==> config.mk <==
export PLATFORM = sky130hd
export DESIGN_NAME = gray_seq_ctrl_flat
export DESIGN_NICKNAME = d
export VERILOG_FILES = /design/src/rtl/gray_seq_ctrl_if.sv /design/src/rtl/gray_seq_ctrl.sv /design/src/flat_wrapper.sv
export SDC_FILE = /design/constraint.sdc
export NUM_CORES = 1
export LEC_CHECK = 0
export CAP_MARGIN = 20
export CORE_MARGIN = 1.5
export CORE_UTILIZATION = 45
export CTS_BUF_LIST = sky130_fd_sc_hd__clkbuf_16
export CTS_CLUSTER_DIAMETER = 100
export DETAILED_ROUTE_END_ITERATION = 16
export PLACE_DENSITY = 0.74
export SYNTH_ARGS = -nofsm -noshare
export SYNTH_HDL_FRONTEND = slang
export SYNTH_SLANG_ARGS = --single-unit
==> constraint.sdc <==
create_clock -name clk -period 4.9 [get_ports clk]
set_input_delay 0.735 -clock clk [delete_from_list [all_inputs] [get_ports clk]]
set_output_delay 0.735 -clock clk [all_outputs]
set_load 0.02 [all_outputs]
==> src/rtl/gray_seq_ctrl_if.sv <==
// Control/status bundle between a Gray-counter sequencer and its user.
// The sequencer (slave) drives the counter controls and status flags.
interface gray_seq_ctrl_if #(
  parameter int WIDTH = 3,
  parameter int LEN_W = 8
);
  logic             start;
  logic [1:0]       mode;
  logic [LEN_W-1:0] len;
  logic             stop;
  logic             step;
  logic [WIDTH-1:0] gray_in;
  logic             cnt_en;
  logic             cnt_rst_n;
  logic             busy;
  logic             done;
  logic [LEN_W-1:0] steps_done;
  logic             err;

  modport master (
    output start, mode, len, stop, step, gray_in,
    input  cnt_en, cnt_rst_n, busy, done, steps_done, err
  );

  modport slave (
    input  start, mode, len, stop, step, gray_in,
    output cnt_en, cnt_rst_n, busy, done, steps_done, err
  );
endinterface

==> src/rtl/gray_seq_ctrl.sv <==
// Run sequencer for an external Gray counter with an on-line
// sequence checker that flags illegal code transitions.
module gray_seq_ctrl #(
  parameter int WIDTH = 3,
  parameter int LEN_W = 8
) (
  input logic           clk,
  input logic           rst_n,
  gray_seq_ctrl_if.slave bus
);

  typedef enum logic [2:0] {
    S_IDLE, S_CLEAR, S_RUN, S_STEP_EN, S_FIN
  } state_e;

  typedef enum logic [1:0] {
    M_FREE, M_COUNT, M_STEP
  } mode_e;

  state_e           state_q, state_d;
  mode_e            mode_q, mode_d;
  logic [LEN_W-1:0] len_q, len_d;
  logic [LEN_W-1:0] steps_q, steps_d;
  logic             err_q, err_d;
  logic             cnt_en_q, cnt_en_d;
  logic             cnt_rst_n_q, cnt_rst_n_d;
  logic             busy_q, busy_d;
  logic             done_q, done_d;
  logic             armed_q, armed_d;
  logic [WIDTH-1:0] gray_prev_q;
  logic             en_chk_q;
  logic             clr_chk_q;

  logic             go;
  logic             last;
  logic             fail;
  logic [LEN_W:0]   run_cnt;
  logic [WIDTH-1:0] diff;
  logic             one_bit;

  assign run_cnt = {1'b0, steps_q} + (LEN_W+1)'(1);
  assign last    = run_cnt >= {1'b0, len_q};

  assign diff    = bus.gray_in ^ gray_prev_q;
  assign one_bit = (diff != '0) &&
                   ((diff & (diff - WIDTH'(1))) == '0);

  always_comb begin
    fail = 1'b0;
    if (armed_q) begin
      if (clr_chk_q)     fail = bus.gray_in != '0;
      else if (en_chk_q) fail = !one_bit;
      else               fail = diff != '0;
    end
  end

  always_comb begin
    state_d = state_q;
    mode_d  = mode_q;
    len_d   = len_q;
    go      = 1'b0;
    case (state_q)
      S_IDLE: begin
        if (bus.start) begin
          go      = 1'b1;
          state_d = S_CLEAR;
          len_d   = bus.len;
          unique case (1'b1)
            bus.mode == 2'b00: mode_d = M_FREE;
            bus.mode == 2'b10: mode_d = M_STEP;
            default:           mode_d = M_COUNT;
          endcase
        end
      end
      S_CLEAR: begin
        if (mode_q == M_COUNT && len_q == '0) state_d = S_FIN;
        else                                  state_d = S_RUN;
      end
      S_RUN: begin
        unique case (mode_q)
          M_COUNT: if (last) state_d = S_FIN;
          M_FREE:  if (bus.stop) state_d = S_FIN;
          default: begin
            if (bus.stop)      state_d = S_FIN;
            else if (bus.step) state_d = S_STEP_EN;
          end
        endcase
      end
      S_STEP_EN: state_d = S_RUN;
      S_FIN:     state_d = S_IDLE;
      default:   state_d = S_IDLE;
    endcase
  end

  // Outputs are decoded from the next state so they register in step.
  always_comb begin
    steps_d = steps_q;
    if (cnt_en_q && steps_q != '1) steps_d = steps_q + LEN_W'(1);
    if (go) steps_d = '0;
    err_d       = go ? 1'b0 : (err_q | fail);
    armed_d     = armed_q | ~cnt_rst_n_q;
    cnt_en_d    = (state_d == S_RUN && mode_q != M_STEP) ||
                  state_d == S_STEP_EN;
    cnt_rst_n_d = state_d != S_CLEAR;
    busy_d      = state_d != S_IDLE;
    done_d      = state_d == S_FIN;
  end

  always_ff @(posedge clk or negedge rst_n) begin
    if (!rst_n) begin
      state_q     <= S_IDLE;
      mode_q      <= M_FREE;
      len_q       <= '0;
      steps_q     <= '0;
      err_q       <= 1'b0;
      cnt_en_q    <= 1'b0;
      cnt_rst_n_q <= 1'b1;
      busy_q      <= 1'b0;
      done_q      <= 1'b0;
      armed_q     <= 1'b0;
      gray_prev_q <= '0;
      en_chk_q    <= 1'b0;
      clr_chk_q   <= 1'b0;
    end else begin
      state_q     <= state_d;
      mode_q      <= mode_d;
      len_q       <= len_d;
      steps_q     <= steps_d;
      err_q       <= err_d;
      cnt_en_q    <= cnt_en_d;
      cnt_rst_n_q <= cnt_rst_n_d;
      busy_q      <= busy_d;
      done_q      <= done_d;
      armed_q     <= armed_d;
      gray_prev_q <= bus.gray_in;
      en_chk_q    <= cnt_en_q;
      clr_chk_q   <= ~cnt_rst_n_q;
    end
  end

  assign bus.cnt_en     = cnt_en_q;
  assign bus.cnt_rst_n  = cnt_rst_n_q;
  assign bus.busy       = busy_q;
  assign bus.done       = done_q;
  assign bus.steps_done = steps_q;
  assign bus.err        = err_q;

endmodule

==> src/flat_wrapper.sv <==
// flat-port wrapper written by rule: the top's interface ports become plain ports
module gray_seq_ctrl_flat 
#(
  parameter int WIDTH = 3,
  parameter int LEN_W = 8
)
  (clk, rst_n, bus_start, bus_mode, bus_len, bus_stop, bus_step, bus_gray_in, bus_cnt_en, bus_cnt_rst_n, bus_busy, bus_done, bus_steps_done, bus_err);
  gray_seq_ctrl_if #(.WIDTH(WIDTH), .LEN_W(LEN_W)) bus_i ();
  input logic clk;
  input logic rst_n;
  input wire logic [$bits(bus_i.start)-1:0] bus_start;
  input wire logic [$bits(bus_i.mode)-1:0] bus_mode;
  input wire logic [$bits(bus_i.len)-1:0] bus_len;
  input wire logic [$bits(bus_i.stop)-1:0] bus_stop;
  input wire logic [$bits(bus_i.step)-1:0] bus_step;
  input wire logic [$bits(bus_i.gray_in)-1:0] bus_gray_in;
  output wire logic [$bits(bus_i.cnt_en)-1:0] bus_cnt_en;
  output wire logic [$bits(bus_i.cnt_rst_n)-1:0] bus_cnt_rst_n;
  output wire logic [$bits(bus_i.busy)-1:0] bus_busy;
  output wire logic [$bits(bus_i.done)-1:0] bus_done;
  output wire logic [$bits(bus_i.steps_done)-1:0] bus_steps_done;
  output wire logic [$bits(bus_i.err)-1:0] bus_err;
  assign bus_i.start = bus_start;
  assign bus_i.mode = bus_mode;
  assign bus_i.len = bus_len;
  assign bus_i.stop = bus_stop;
  assign bus_i.step = bus_step;
  assign bus_i.gray_in = bus_gray_in;
  assign bus_cnt_en = bus_i.cnt_en;
  assign bus_cnt_rst_n = bus_i.cnt_rst_n;
  assign bus_busy = bus_i.busy;
  assign bus_done = bus_i.done;
  assign bus_steps_done = bus_i.steps_done;
  assign bus_err = bus_i.err;
  gray_seq_ctrl #(.WIDTH(WIDTH), .LEN_W(LEN_W)) u_core (.clk(clk), .rst_n(rst_n), .bus(bus_i));
endmodule
==> summary.md <==
| Metric | Value |
|---|---|
| Run status | finished clean |
| Slew HR | 0.702 |
| First-pass GRT wire length | 6.22 mm |
| HP Start | u_core.bus.cnt_rst_n$_DFF_PN1_ |
| Post-DRT Antenna Nets | 0 |
| Area Growth Syn to Fin | 30.3% |
| Ys flop type | dfrtp_1 |
| Final setup fails | 0 |
| Ys Warns | 0 |
| Combinational cell fraction of total power | 0.375 |
| Slew at the pin closest to its max-slew limit | 443 ps |
| Largest net degree at the start of global routing | 33 |
| Worst Path Max Fanout | 5 |
| Post-route cell area | 0.00214 mm2 |
| Gr usage total | 0.199 |
| Top cell type's share of synthesized area | 0.473 |
| Die ar. | 0.00402 mm2 |
| Reg2reg end | u_core.bus.busy$_DFF_PN0_ |
| Most common cell in the netlist | dfrtp_1 |
| Clock buffer depth | 2 |
| Worst R2R Path Depth | 10 |
| Final HPWL DP | 2.54 mm |
| Internal | 0.713 mW |
| Max-cap viol count | 0 |
| Min Tclk post-route | 2910 ps |
| Number of synthesized flops with an enable pin | 0 |
| Latest clock arrival within the worst-skew pair | 270 ps |
| WL per Instance | 14.2 um |
| Remaining DRCs | 0 |
| Clock Skew | 3.56 ps |
| Total CTS buffers | 5 |
| Clk network pwr share | 0.249 |
| Mapped Cells | 162 |
| Clock-pin transition on the worst setup and hold timing paths | 50 ps |
| Setup TNS | 0 ps |
| Hold EP | u_core.clr_chk_q$_DFF_PN0_ |
| Tcrit/Tclk final | 0.593 |
| Crit-path slowest cell | dfrtp_1 |
| Sw Ratio | 0.363 |
| Post-CTS setup buffer count | 0 |
| Cts hold-fix bufs | 0 |
| Net Count, Synth | 189 |
| I/O pin cnt | 31 |
| Via count | 1265 |
| Setup crit end kind | flop |
| Launch point of the worst path | u_core.bus.steps_done[2]$_DFFE_PN0P_ |
| Peak VDD IR | 357 uV |
| Core area | 0.00342 mm2 |
| Die height | 63.4 um |
| Share of cells above drive strength 1 | 0.0804 |
| Dpl ws | 2020 ps |
| Routability congestion estimate | 0.816 |
| GRT overflow | 0 |
| Post-DP Area | 0.00201 mm2 |
| IO buf count | 30 |
| #FFs+latches synth | 32 |
| R2R Path Start | u_core.bus.steps_done[2]$_DFFE_PN0P_ |
| CP max stage delay | 470 ps |
| Library cells used by synthesis | 38 |
| # H-tree levels | 2 |
| Leak | 0.960 nW |
| CP Depth | 10 |
| Clock Root Buffer | clkbuf_16 |
| Core Util, Final | 0.626 |
| Synth area leaders | dfrtp_1, ha_1, nand2_1 |
| Fin. max-slew vios | 0 |
| Vias in the first global route | 1359 |
| CP top delay family | simple AND/OR/NAND/NOR gates |
| Sequential area share after synthesis | 0.489 |
| Clk sinks | 32 |
| Post-cts resize count | 0 |
| Via density | 5.16 |
| Initial antenna violation count | 0 |
| Maximum clock rate | 344 MHz |
| Fin. Hold Viols | 0 |
| Syn Area/Cell | 10.1 um2 |
| 1st-iter DRT viols | 49 |
| Worst hold path depth | 1 |
| PwrDens | 523 mW/mm2 |
| ANT cells | 0 |
| Startpoint Class | flop |
| Register share of total power | 0.376 |
| Leading cell types by count after synthesis | dfrtp_1, nand2_1, nor2_1 |
| Crit-path cells | nand3_1, nor2_1, and3_1, xor2_1, ha_1, and4_4, a2bb2o_4, a311oi_4, o21ai_2, or3b_1 |
| Hold WC Path Type | flop to flop |
| WL final | 3.48 mm |
| Arrival time at the worst endpoint | 3050 ps |
| Asr flop ratio synth | 1.00 |
| CTS tree | built |
| Largest area contributor in the synthesized netlist | dfrtp_1 |
| Synth Cell Area | 0.00164 mm2 |
| Worst Setup Path Type | flop to flop |
| Worst path bufs/invs | 0 |
| Unrepaired setup endpoints after global routing | false |
| Worst path required time | 5050 ps |
| R2R Setup Slk | 1990 ps |
| First-pass DRT Iterations | 4 |
| # rows | 21 |
| Initial core utilization | 0.481 |
| Setup ws final | 1990 ps |
| Final nets | 226 |
| Die width | 63.4 um |
| Net Sw Power | 0.406 mW |
through the flow:
step / std cells / hold slack [ps] / total power [mW]
after global routing: 245 / 463 / 1.21
after detailed placement: 238 / 436 / 0.840
final: 245 / 451 / 1.12
after global placement: 238 / 432 / 0.818
after floorplan: 162 / 435 / 0.683
after CTS: 245 / 450 / 1.13
sequential cells by signal, indices dropped and copies added, names as in the netlist, 2 cells and up:
signal,flops
u_core.mode_q,2
u_core.state_q,3
u_core.gray_prev_q,3
u_core.bus.steps_done,8
u_core.len_q,8
placed cells by master, fill, tap and decap left out, types with 2 or more instances in the layout:
| master | n |
|---|---|
| dfrtp_1 | 31 |
| clkdlybuf4s50_1 | 30 |
| nand2_1 | 22 |
| nor2_1 | 16 |
| inv_1 | 14 |
| o21ai_0 | 13 |
| xnor2_1 | 9 |
| ha_1 | 9 |
| xor2_1 | 7 |
| clkbuf_16 | 5 |
| a21oi_1 | 4 |
| nor3_1 | 3 |
| nand2b_1 | 2 |
| nor2b_1 | 2 |
| nand4_1 | 2 |
| o2111ai_1 | 2 |
| nand3b_1 | 2 |
| clkinv_1 | 2 |
| buf_4 | 2 |
logic make-up (layout without fill, tap and decap cells):
logic type	after synthesis	after routing	synth area share
XOR/XNOR	16	16	0.0854
flip-flops	32	32	0.489
adder cells (fa/ha/maj)	9	9	0.0686
AND/OR/NAND/NOR	60	60	0.191
AO/OA/AOI/OAI	29	29	0.130
buffers and inverters	16	53	0.0366
cell type report:
| cell class | count | area, um2 |
|---|---|---|
| fill | 294 | 1280 |
| sequential | 32 | 802 |
| clock inverter | 2 | 7.51 |
| clock buffer | 5 | 125 |
| tap | 46 | 57.6 |
| multi-input combinational | 114 | 779 |
| timing repair buffer | 32 | 315 |
| inverter | 14 | 52.6 |
layer usage:
layer	part of all wire	track usage	wire length [um]
met3	0.055	0.0607	190
met2	0.50	0.342	1750
met1	0.42	0.236	1480
met5	0	0	0
met4	0.018	0.0652	63
worst max-delay path by stage:
stage,end,slack [ps]
floorplan,u_core.bus.busy$_DFF_PN0_,2070
global placement,u_core.bus.busy$_DFF_PN0_,2130
detailed placement,u_core.bus.busy$_DFF_PN0_,2020
CTS,u_core.bus.busy$_DFF_PN0_,1990
global route,u_core.bus.busy$_DFF_PN0_,1730
finish,u_core.bus.busy$_DFF_PN0_,1990
power groups by stage:
stage	registers, mW	logic, mW	clock network, mW
2_1_floorplan	0.440	0.244	0
3_3_place_gp	0.417	0.401	0
3_5_place_dp	0.423	0.417	0
4_1_cts	0.420	0.423	0.284
5_1_grt	0.434	0.471	0.300
6_report	0.421	0.419	0.279
(Power assumes the default switching activity.)
==> patch 1, RTL diff (same flow settings) <==
The 5 states of `state_e` get a one-hot encoding in 5 bits.
--- a/src/rtl/gray_seq_ctrl.sv
+++ b/src/rtl/gray_seq_ctrl.sv
@@ -9,8 +9,8 @@
   gray_seq_ctrl_if.slave bus
 );
 
-  typedef enum logic [2:0] {
-    S_IDLE, S_CLEAR, S_RUN, S_STEP_EN, S_FIN
+  typedef enum logic [4:0] {
+    S_IDLE = 5'b00001, S_CLEAR = 5'b00010, S_RUN = 5'b00100, S_STEP_EN = 5'b01000, S_FIN = 5'b10000
   } state_e;
 
   typedef enum logic [1:0] {
Function: same outputs for any inputs over 10 cycles, from zero or initial values and one cycle with rst_n low; not proved beyond that.
==> patch 1 against the original RTL <==
Wire length grew 5.4%. Count of clock-buffer cells in the layout unchanged. Sequential cell count up 2. Synthesized area grew 4.7%. Total power up 1.3%. Via count rose by 6.6%. Sequential power grew 1%. Die area grew 4.5%. Synthesized cell count up 5.6%. Cell area increased by 4.6%. Worst hold slack got worse by 8.3 ps. Worst setup slack gained 300 ps. Critical path type unchanged. Highest routed layer unchanged.
==> patch 1: results (changes against the original RTL) <==
DRC marker count from the first detailed-route iteration 72 (was 49); Worst path max stage delay 430 ps (was 470 ps); Placed Area 2070 um2 (was 2010 um2); detailed placement HPWL 2.74 mm (was 2.54 mm); final worst slack 2300 ps (was 1990 ps); vias in the first global route 1424 (was 1359); VDD IR max 0.294 mV (was 0.357 mV); status finished, final reports clean (unchanged); Layout Nets 233 (was 226); WL per Instance 14.4 um (was 14.2 um); layout cells sized above 1 0.0918 (was 0.0804); Synth cell types 35 (was 38); clk pwr 350 uW (was 279 uW); GRT Total Usage 0.200 (was 0.199); Net Count, Synth 198 (was 189); Pleak 0.00103 uW (was 0.000960 uW); switching power total 381 uW (was 406 uW); Placed Cells 247 (was 238); gpl congestion 0.896 (was 0.816); Power Density 506 nW/um2 (was 523 nW/um2); Fin Clk Skew 3.53 ps (was 3.56 ps); RR Startpoint u_core.bus.steps_done[0]$_DFFE_PN0P_ (was u_core.bus.steps_done[2]$_DFFE_PN0P_); slew margin rel. 0.490 (was 0.702); Synth area leaders dfrtp_1 (47%), ha_1 (6.6%), xor2_1 (5.1%) (was dfrtp_1 (47%), ha_1 (6.9%), nand2_1 (5.0%)); largest net degree at the start of global routing 35 (was 33); Worst EP arrival 2790 ps (was 3050 ps); Comb power frac 0.315 (was 0.375); Post-Syn Instances 171 (was 162); worst r2r dst u_core.bus.cnt_en$_DFF_PN0_ (was u_core.bus.busy$_DFF_PN0_); DR WL met3 164 um (was 190 um); DP Worst Slack 2320 ps (was 2020 ps); post-synthesis sequential area ratio 0.496 (was 0.489)
## patch 1: cell count changes after synthesis, sizes merged, moves of 3 or more
cell   change
nand3      +4
xor2       +4
a21oi      +3
and3       +4
## patch 1: layout make-up
cell class,count,area (um2)
clock inverter,3,40.0
sequential,34,853
fill,306,1420
tap,48,60.1
multi-input combinational,120,800
inverter,14,52.6
clock buffer,5,125
timing repair buffer,31,308
## patch 1: worst min path at each step
stage | startpoint | endpoint | slack [ps] | cells past startpoint
finish | u_core.bus.cnt_rst_n$_DFF_PN1_ | u_core.clr_chk_q$_DFF_PN0_ | 440 | 1
CTS | u_core.bus.cnt_rst_n$_DFF_PN1_ | u_core.clr_chk_q$_DFF_PN0_ | 450 | 1
global route | u_core.bus.cnt_rst_n$_DFF_PN1_ | u_core.clr_chk_q$_DFF_PN0_ | 470 | 1
floorplan | u_core.armed_q$_DFF_PN0_ | u_core.armed_q$_DFF_PN0_ | 430 | 1
global placement | u_core.bus.cnt_rst_n$_DFF_PN1_ | u_core.clr_chk_q$_DFF_PN0_ | 430 | 1
detailed placement | u_core.bus.cnt_rst_n$_DFF_PN1_ | u_core.clr_chk_q$_DFF_PN0_ | 430 | 1
## patch 1: layer usage
| metal | vias to the layer above | GRT usage |
|---|---|---|
| met2 | 31 | 0.349 |
| met4 | 0 | 0.0771 |
| met3 | 9 | 0.0625 |
| met5 | - | 0 |
| met1 | 652 | 0.227 |
| li1 | 657 | - |
## patch 1: logic make-up after synthesis
family                     count (synthesis)  share of synthesized area
and+or+nand+nor                           64                      0.195
adders and majority gates                  9                     0.0655
AOI/OAI and AO/OA                         28                      0.103
xor gates and xnor gates                  18                     0.0961
buffers and inverters                     17                     0.0386
muxes                                      1                    0.00582
DFF                                       34                      0.496
==> patch 2, RTL diff (same settings) <==
Made on the original files. `LEN_W` is set to 8 in 3 places; all go to 16.
--- a/src/rtl/gray_seq_ctrl_if.sv
+++ b/src/rtl/gray_seq_ctrl_if.sv
@@ -2,7 +2,7 @@
 // The sequencer (slave) drives the counter controls and status flags.
 interface gray_seq_ctrl_if #(
   parameter int WIDTH = 3,
-  parameter int LEN_W = 8
+  parameter int LEN_W = 16
 );
   logic             start;
   logic [1:0]       mode;
--- a/src/rtl/gray_seq_ctrl.sv
+++ b/src/rtl/gray_seq_ctrl.sv
@@ -2,7 +2,7 @@
 // sequence checker that flags illegal code transitions.
 module gray_seq_ctrl #(
   parameter int WIDTH = 3,
-  parameter int LEN_W = 8
+  parameter int LEN_W = 16
 ) (
   input logic           clk,
   input logic           rst_n,
--- a/src/flat_wrapper.sv
+++ b/src/flat_wrapper.sv
@@ -2,7 +2,7 @@
 module gray_seq_ctrl_flat 
 #(
   parameter int WIDTH = 3,
-  parameter int LEN_W = 8
+  parameter int LEN_W = 16
 )
   (clk, rst_n, bus_start, bus_mode, bus_len, bus_stop, bus_step, bus_gray_in, bus_cnt_en, bus_cnt_rst_n, bus_busy, bus_done, bus_steps_done, bus_err);
   gray_seq_ctrl_if #(.WIDTH(WIDTH), .LEN_W(LEN_W)) bus_i ();
Interface: changed (resized bus_len and bus_steps_done); port bits go from 31 to 47. No check against the original RTL was run, so the function may have changed too.
==> patch 2 against the original RTL <==
Synthesized cell count up 73%. Synthesized area rose by 65%. Critical path type unchanged. Clock power is 19% higher. Fmax decreased by 0.32%. Cell area is 57% higher. Wire length grew 71%. Largest power group unchanged. Sequential cell count rose by 16. Total power rose by 34%. Worst setup slack worse by 9.2 ps. Critical endpoint is now u_core.state_q[1]$_DFF_PN0_. Via count increased by 74%. Worst hold slack got worse by 170 ps.
==> patch 2: results (changes against the original RTL) <==
Fin Clk Skew 3.48 ps (was 3.56 ps); Post-Syn Instances 281 (was 162); Worst EP arrival 3070 ps (was 3050 ps); post-synthesis xor/xnor area fraction 0.0777 (was 0.0854); Synth cell types 48 (was 38); switching power total 568 uW (was 406 uW); layout cells sized above 1 0.0765 (was 0.0804); number of I/O port buffers 46 (was 30); Placed Cells 393 (was 238); post-synthesis sequential area ratio 0.444 (was 0.489); Net Count, Synth 324 (was 189); Worst Hold Slack 281 ps (was 451 ps); gpl congestion 0.871 (was 0.816); post-synthesis adder-cell area fraction 0.0786 (was 0.0686); largest net degree at the start of global routing 49 (was 33); Synth top cells by count dfrtp_1 (47), nand2_1 (36), o21ai_0 (22), inv_1 (20), nor2_1 (18) (was dfrtp_1 (31), nand2_1 (22), nor2_1 (16), inv_1 (14), o21ai_0 (13)); Fillers 500 (was 294); GRT Total Usage 0.201 (was 0.199); worst r2r dst u_core.state_q[1]$_DFF_PN0_ (was u_core.bus.busy$_DFF_PN0_); status finished, final reports clean (unchanged); first-pass GRT wire length 10.0 mm (was 6.22 mm); mux share of post-synthesis cell area 0.00370 (was 0); CP max FO 7 (was 5); VDD IR max 0.275 mV (was 0.357 mV); detailed placement HPWL 4.28 mm (was 2.54 mm); vias per std cell 5.46 (was 5.16); vias in the first global route 2183 (was 1359); DRC marker count from the first detailed-route iteration 88 (was 49)
-- patch 2: cell count changes after synthesis, moves of 5 or more --
| cell | delta |
|---|---|
| dfrtp_1 | +16 |
| ha_1 | +8 |
| inv_1 | +6 |
| nand2_1 | +14 |
| nand4_1 | +5 |
| o211ai_1 | +9 |
| o21ai_0 | +9 |
| or3_1 | +5 |
| or4_1 | +5 |
-- patch 2: metrics by stage --
| stage | instance area, um2 | util |
|---|---|---|
| after global placement | 3200 | 0.547 |
| after detailed placement | 3200 | 0.547 |
| final | 3360 | 0.575 |
| after global routing | 3360 | 0.575 |
| after floorplan | 2710 | - |
| after CTS | 3340 | 0.571 |
-- patch 2: power groups by stage --
stage                     registers, uW  logic, uW  clock network, uW
after CTS                           614        552                338
final                               615        547                332
after detailed placement            619        547                  0
after global routing                630        619                356
after global placement              619        529                  0
after floorplan                     630        354                  0
-- patch 2: metal layers --
metal | GRT usage | share of wire | wire (um) | vias up
met5 | 0 | 0 | 0 | -
li1 | - | - | - | 1082
met4 | 0.0586 | 0.012 | 69 | 0
met1 | 0.263 | 0.47 | 2830 | 1055
met3 | 0.0420 | 0.045 | 267 | 6
met2 | 0.334 | 0.47 | 2800 | 53
-- patch 2: layout make-up --
class,count,area (um2),area share
multi-input cells,202,1360,0.405
flip-flops and latches,48,1200,0.358
repair buffers,48,483,0.144
clock buffers,5,125,0.0372
well taps,75,93.8,0.0279
inverters,21,78.8,0.0234
clock inverters,3,18.8,0.00558
-- patch 2: worst max-delay path: cells and delay by family, from the launching register on --
kind	cells	cell delay [ps]
AOI/OAI and AO/OA	2	490
DFF	1	440
xor gates and xnor gates	1	170
adders and majority gates	2	550
and+or+nand+nor	5	1140
